### config.mk
export PLATFORM = sky130hd
export DESIGN_NAME = slink_axi_tgt_flow_ctrl
export DESIGN_NICKNAME = d
export VERILOG_FILES = /design/src/rtl/slink_axi_pkg.sv /design/src/rtl/slink_axi_len_fifo.sv /design/src/rtl/slink_axi_tgt_flow_ctrl.sv
export SDC_FILE = /design/constraint.sdc
export NUM_CORES = 1
export LEC_CHECK = 0
export CORE_AREA = 2 2 251 253
export DETAILED_ROUTE_END_ITERATION = 16
export DIE_AREA = 0 0 253 255
export PLACE_DENSITY = 0.32
export SKIP_CTS_REPAIR_TIMING = 1
export SKIP_LAST_GASP = 1
export SYNTH_ARGS = -nofsm -noshare
export SYNTH_HDL_FRONTEND = slang
export SYNTH_SLANG_ARGS = --single-unit
### constraint.sdc
create_clock -name axi_clk -period 6.65 [get_ports axi_clk]
set_clock_uncertainty 0.05 [all_clocks]
set_input_delay 1.33 -clock axi_clk [delete_from_list [all_inputs] [get_ports axi_clk]]
set_output_delay 1.33 -clock axi_clk [all_outputs]
set_load 0.005 [all_outputs]
### src/rtl/slink_axi_pkg.sv
// slink_axi_pkg: AXI channel field offsets and response encodings shared by slink AXI blocks
package slink_axi_pkg;
  localparam int ID_LSB = 0;
  localparam int LEN_LSB = 8;
  localparam int AX_FIELDS_W = 38;
  typedef enum logic [1:0] {
    RESP_OKAY   = 2'b00,
    RESP_EXOKAY = 2'b01,
    RESP_SLVERR = 2'b10,
    RESP_DECERR = 2'b11
  } axi_resp_e;
endpackage

### src/rtl/slink_axi_len_fifo.sv
// slink_axi_len_fifo: first-word-fall-through queue of AW burst lengths
module slink_axi_len_fifo #(
  parameter int DEPTH = 4
) (
  input  logic       clk,
  input  logic       rst_n,
  input  logic       push,
  input  logic [7:0] din,
  input  logic       pop,
  output logic [7:0] dout,
  output logic       full,
  output logic       empty
);
  localparam int PW = DEPTH > 1 ? $clog2(DEPTH) : 1;
  localparam int CW = $clog2(DEPTH + 1);
  logic [7:0] mem [DEPTH];
  logic [PW-1:0] wp, rp;
  logic [CW-1:0] cnt;
  logic push_ok, pop_ok;
  assign push_ok = push & ~full;
  assign pop_ok = pop & ~empty;
  assign full = cnt == CW'(DEPTH);
  assign empty = cnt == '0;
  assign dout = mem[rp];
  always_ff @(posedge clk or negedge rst_n) begin
    if (!rst_n) begin
      wp <= '0;
      rp <= '0;
      cnt <= '0;
    end else begin
      if (push_ok) wp <= wp == PW'(DEPTH - 1) ? '0 : wp + 1'b1;
      if (pop_ok) rp <= rp == PW'(DEPTH - 1) ? '0 : rp + 1'b1;
      cnt <= cnt + CW'(push_ok) - CW'(pop_ok);
    end
  end
  always_ff @(posedge clk) begin
    if (push_ok) mem[wp] <= din;
  end
endmodule

### src/rtl/slink_axi_tgt_flow_ctrl.sv
// slink_axi_tgt_flow_ctrl: limits outstanding AXI bursts, regenerates WLAST from AW length,
// and flags WLAST mismatches and unmatched responses.
module slink_axi_tgt_flow_ctrl
  import slink_axi_pkg::*;
#(
  parameter int AXI_ADDR_WIDTH = 32,
  parameter int AXI_DATA_WIDTH = 64,
  parameter int MAX_WR_OUT = 4,
  parameter int MAX_RD_OUT = 4
) (
  input  logic                                  axi_clk,
  input  logic                                  axi_reset,
  input  logic                                  enable,
  input  logic                                  err_clear,
  input  logic [AXI_ADDR_WIDTH+AX_FIELDS_W-1:0] up_aw_info,
  input  logic                                  up_awvalid,
  output logic                                  up_awready,
  output logic [AXI_ADDR_WIDTH+AX_FIELDS_W-1:0] dn_aw_info,
  output logic                                  dn_awvalid,
  input  logic                                  dn_awready,
  input  logic [AXI_ADDR_WIDTH+AX_FIELDS_W-1:0] up_ar_info,
  input  logic                                  up_arvalid,
  output logic                                  up_arready,
  output logic [AXI_ADDR_WIDTH+AX_FIELDS_W-1:0] dn_ar_info,
  output logic                                  dn_arvalid,
  input  logic                                  dn_arready,
  input  logic [7:0]                            up_wid,
  input  logic [AXI_DATA_WIDTH-1:0]             up_wdata,
  input  logic [AXI_DATA_WIDTH/8-1:0]           up_wstrb,
  input  logic                                  up_wlast,
  input  logic                                  up_wvalid,
  output logic                                  up_wready,
  output logic [7:0]                            dn_wid,
  output logic [AXI_DATA_WIDTH-1:0]             dn_wdata,
  output logic [AXI_DATA_WIDTH/8-1:0]           dn_wstrb,
  output logic                                  dn_wlast,
  output logic                                  dn_wvalid,
  input  logic                                  dn_wready,
  input  logic [7:0]                            dn_bid,
  input  logic [1:0]                            dn_bresp,
  input  logic                                  dn_bvalid,
  output logic                                  dn_bready,
  output logic [7:0]                            up_bid,
  output logic [1:0]                            up_bresp,
  output logic                                  up_bvalid,
  input  logic                                  up_bready,
  input  logic [7:0]                            dn_rid,
  input  logic [AXI_DATA_WIDTH-1:0]             dn_rdata,
  input  logic [1:0]                            dn_rresp,
  input  logic                                  dn_rlast,
  input  logic                                  dn_rvalid,
  output logic                                  dn_rready,
  output logic [7:0]                            up_rid,
  output logic [AXI_DATA_WIDTH-1:0]             up_rdata,
  output logic [1:0]                            up_rresp,
  output logic                                  up_rlast,
  output logic                                  up_rvalid,
  input  logic                                  up_rready,
  output logic [3:0]                            wr_out_cnt,
  output logic [3:0]                            rd_out_cnt,
  output logic                                  wlast_err,
  output logic                                  resp_err
);
  logic aw_allow, ar_allow, aw_hs, ar_hs, w_hs, b_hs, rl_hs, wr_under, rd_under;
  logic lenq_full, lenq_empty;
  logic [7:0] lenq_head, beat;
  assign aw_allow = axi_reset & enable & (wr_out_cnt < 4'(MAX_WR_OUT)) & ~lenq_full;
  assign ar_allow = axi_reset & enable & (rd_out_cnt < 4'(MAX_RD_OUT));
  assign dn_aw_info = up_aw_info;
  assign dn_awvalid = up_awvalid & aw_allow;
  assign up_awready = dn_awready & aw_allow;
  assign dn_ar_info = up_ar_info;
  assign dn_arvalid = up_arvalid & ar_allow;
  assign up_arready = dn_arready & ar_allow;
  assign dn_wid = up_wid;
  assign dn_wdata = up_wdata;
  assign dn_wstrb = up_wstrb;
  assign dn_wlast = beat == lenq_head;
  assign dn_wvalid = up_wvalid & ~lenq_empty;
  assign up_wready = dn_wready & ~lenq_empty;
  assign up_bid = dn_bid;
  assign up_bresp = dn_bresp;
  assign up_bvalid = dn_bvalid;
  assign dn_bready = up_bready;
  assign up_rid = dn_rid;
  assign up_rdata = dn_rdata;
  assign up_rresp = dn_rresp;
  assign up_rlast = dn_rlast;
  assign up_rvalid = dn_rvalid;
  assign dn_rready = up_rready;
  assign aw_hs = up_awvalid & up_awready;
  assign ar_hs = up_arvalid & up_arready;
  assign w_hs = up_wvalid & up_wready;
  assign b_hs = dn_bvalid & up_bready;
  assign rl_hs = dn_rvalid & up_rready & dn_rlast;
  assign wr_under = b_hs & (wr_out_cnt == '0);
  assign rd_under = rl_hs & (rd_out_cnt == '0);
  slink_axi_len_fifo #(.DEPTH(MAX_WR_OUT)) u_lenq (
    .clk(axi_clk),
    .rst_n(axi_reset),
    .push(aw_hs),
    .din(up_aw_info[LEN_LSB +: 8]),
    .pop(w_hs & dn_wlast),
    .dout(lenq_head),
    .full(lenq_full),
    .empty(lenq_empty)
  );
  // a response with nothing outstanding is flagged rather than wrapping the count
  always_ff @(posedge axi_clk or negedge axi_reset) begin
    if (!axi_reset) begin
      wr_out_cnt <= '0;
      rd_out_cnt <= '0;
      beat <= '0;
      wlast_err <= 1'b0;
      resp_err <= 1'b0;
    end else begin
      wr_out_cnt <= wr_out_cnt + 4'(aw_hs) - 4'(b_hs & ~wr_under);
      rd_out_cnt <= rd_out_cnt + 4'(ar_hs) - 4'(rl_hs & ~rd_under);
      beat <= w_hs ? (dn_wlast ? '0 : beat + 8'd1) : beat;
      wlast_err <= (w_hs & (up_wlast != dn_wlast)) | (wlast_err & ~err_clear);
      resp_err <= wr_under | rd_under | (resp_err & ~err_clear);
    end
  end
endmodule

==> impl_metrics.yaml <==
cts:
  root_buffer: "clkbuf_16"
  clk_pin_slew_ns: 0.06
  cts_tree: "done"
  clock-sinks: 57
  cts_htree_levels: 3
  cts_inserted_buffers: 9
  cts_buffer_depth: 2
  insertion_delay_ns: 0.33
placed_design:
  port_buffers: 53
  dp_hpwl_mm: 36.9
  gp_congestion: 0.669
global_route:
  grt_pass1_vias: 2547
  antenna_found_initial: 0
  grt_use_total_pct: 11.7
  grt_start_max_net_pins: 19
  grt_pass1_wl_mm: 44.3
  grt_overflow: 0
yosys:
  ys_async_sr_fraction_pct: 43.9
  synth_commonest_cells: "buf_4 (309), edfxtp_1 (32), dfrtp_1 (25), inv_1 (23), nand2_1 (19)"
  syn_area_per_cell_um2: 9.83
  synth_fp_nets: 861
  yosysSeqAreaShare_pct: 31.0
  synthFlopType: "edfxtp_1"
  synthTopCellsByArea: "buf_4 (45%), edfxtp_1 (19%), dfrtp_1 (12%), ha_1 (4.4%), mux4_1 (4.1%)"
  synth_edf_count: 32
  synth_area_um2: 5110
  synth.most_common_cell: "buf_4"
  synth_top_cell_by_area: "buf_4"
  ys_warn_count: 0
  synth_cell_type_count: 36
  synth_top_area_share_pct: 45.4
  synth_cells: 520
  ys_ff_latch: 57
worst_setup_path:
  cp_cell_sequence: "mux4_1, xnor2_1, nand4_1, or2_1, inv_1, clkdlybuf4s50_1"
  crit_fanout: 11
  crit_path_top_delay_cell: "dfrtp_1"
  start_kind: "register"
  cp_data_arrival_time_ns: 3.18
  worstSetupEndpointType: "output port"
  worst-endpoint-required_ns: 5.27
  critical_path.top_delay_family: "buffers and inverters"
  max_stage_delay_ns: 0.66
  crit_type: "register to output port"
  critPathBufInv: 2
timing:
  setup_violations: 0
  tightest_slew_ns: 0.595
  timing.hold.ws_ns: 0.450
  layout_min_cycle_time_ns: 4.56
  hold_viol_final: 0
  slew_violations: 0
  finalSetupTns_ns: 0
  fmax_ghz: 0.219
  rsz0062_at_grt: "no"
  fin_crit_sh_pct: 68.5
  slew_headroom_pct: 60.2
route:
  drt_pass1_iterations: 4
  drc: 0
  ant_nets: 0
  drt-total-wl_mm: 39.8
  dr_total_vias: 2450
  via_per_inst: 2.27
  post_drt_wl_per_cell_um: 36.9
  drtIter0Drc: 114
die:
  num_rows: 92
  dieArea_um2: 64500
  io_pins: 646
  fp.dieW_um: 253
  start_util_pct: 8.23
  fp.coreArea_um2: 62200
  die_h_um: 255
pwr:
  finalPower_mw: 1.35
  ir_worst_vdd_uv: 90.5
  p_int_mw: 0.928
  leakage_nw: 1.51
  power_frac_comb_pct: 27.6
  power.share.clock_pct: 34.4
  p_sw_share_pct: 31.2
  switchingPower_mw: 0.420
  p_seq_share_pct: 38.0
  p_per_area_nw_per_um2: 292
outcome:
  outcome: "completed"
flow_run:
  cap_violations: 0
min_path:
  hold_class: "register to register"
layout:
  area_growth_pct: -9.81
  n_fill_cell: 7280
  nets: 614
  n_antenna_cell: 0
  layout-drive-gt1-share_pct: 7.91
registers in the layout, indices dropped and copies added, names as in the netlist:
register    cells
rd_out_cnt      4
resp_err        1
u_lenq.cnt      3
wr_out_cnt      4
beat            8
wlast_err       1
u_lenq.mem     32
u_lenq.rp       2
u_lenq.wp       2
final timing paths:
path	depth (start not counted)	slack, ns	from	end
max in group asynchronous	2	4.72	axi_reset	beat[0]
worst max register to register	9	3.41	u_lenq.rp[0]	u_lenq.cnt[2]
min in group asynchronous	1	1.27	axi_reset	u_lenq.cnt[2]
worst max-delay path	6	2.09	u_lenq.rp[0]	dn_wlast
worst min register to register	2	0.45	resp_err	resp_err
worst min-delay path	2	0.45	resp_err	resp_err
placed cells by master (no fill, tap or decap), types with 3 or more instances in the layout:
cell type,synthesis,final
mux4_1,8,8
inv_1,23,23
o21ai_0,9,9
nor2_1,8,8
nor3b_1,3,3
clkbuf_16,0,9
clkinvlp_4,0,3
xor2_1,3,3
a21oi_1,3,3
ha_1,18,18
clkdlybuf4s50_1,0,53
nand2_1,19,19
nand3_1,7,7
and2_1,6,6
fa_1,3,3
dfrtp_1,25,25
xnor2_1,11,11
edfxtp_1,32,32
final cells by class:
cell class / instances / area [um^2] / area share, %
Sequential cell: 57 / 1590 / 34.4
Multi-Input combinational cell: 127 / 1100 / 23.8
Tap cell: 799 / 1000 / 21.7
Timing Repair Buffer: 55 / 546 / 11.8
Clock buffer: 9 / 225 / 4.88
Inverter: 23 / 86.3 / 1.87
Clock inverter: 7 / 70.1 / 1.52
power groups by stage:
stage | sequential, mW | clock (mW) | combinational [mW]
after CTS | 0.518 | 0.481 | 0.383
after global routing | 0.525 | 0.492 | 0.428
after global placement | 0.523 | 0 | 0.381
final | 0.513 | 0.464 | 0.372
after detailed placement | 0.524 | 0 | 0.379
after floorplan | 0.492 | 0 | 0.380
kinds of logic (layout without fill, tap and decap cells):
group	count (synthesis)	after routing	share of synthesized area (%)
AOI/OAI and AO/OA	21	21	2.52
muxes	12	12	4.94
adders and majority gates	21	21	5.58
buffers and inverters	336	94	47.5
DFF	57	57	31.0
xor gates and xnor gates	14	14	2.40
and+or+nand+nor	59	59	6.04
metal layers:
layer	vias up	global-route usage [%]	share of wire, %
met5	-	0.226	0
met4	0	4.78	4.1
met3	124	26.1	47
met2	424	14.0	36
met1	1017	4.47	13
li1	885	-	-
metrics by stage:
step | area, um^2 | setup slack [ns] | utilization (%) | cells
5_1_grt | 4610 | 1.80 | 7.42 | 1077
3_3_place_gp | 4320 | 2.03 | 6.94 | 1061
3_5_place_dp | 4320 | 2.06 | 6.94 | 1061
2_1_floorplan | 5110 | 3.48 | - | 520
4_1_cts | 4610 | 2.00 | 7.42 | 1077
6_report | 4610 | 2.09 | 7.42 | 1077
worst reg2reg max path, delay by kind of cell (launching register included):
| kind | cells | cell delay, ns |
|---|---|---|
| flip-flops | 1 | 0.66 |
| buffers and inverters | 1 | 0.04 |
| multiplexers | 1 | 0.67 |
| AND/OR/NAND/NOR | 2 | 0.63 |
| adder cells (fa/ha/maj) | 3 | 0.76 |
| XOR/XNOR | 2 | 0.32 |
No activity file was read; power rests on OpenSTA's default activity.
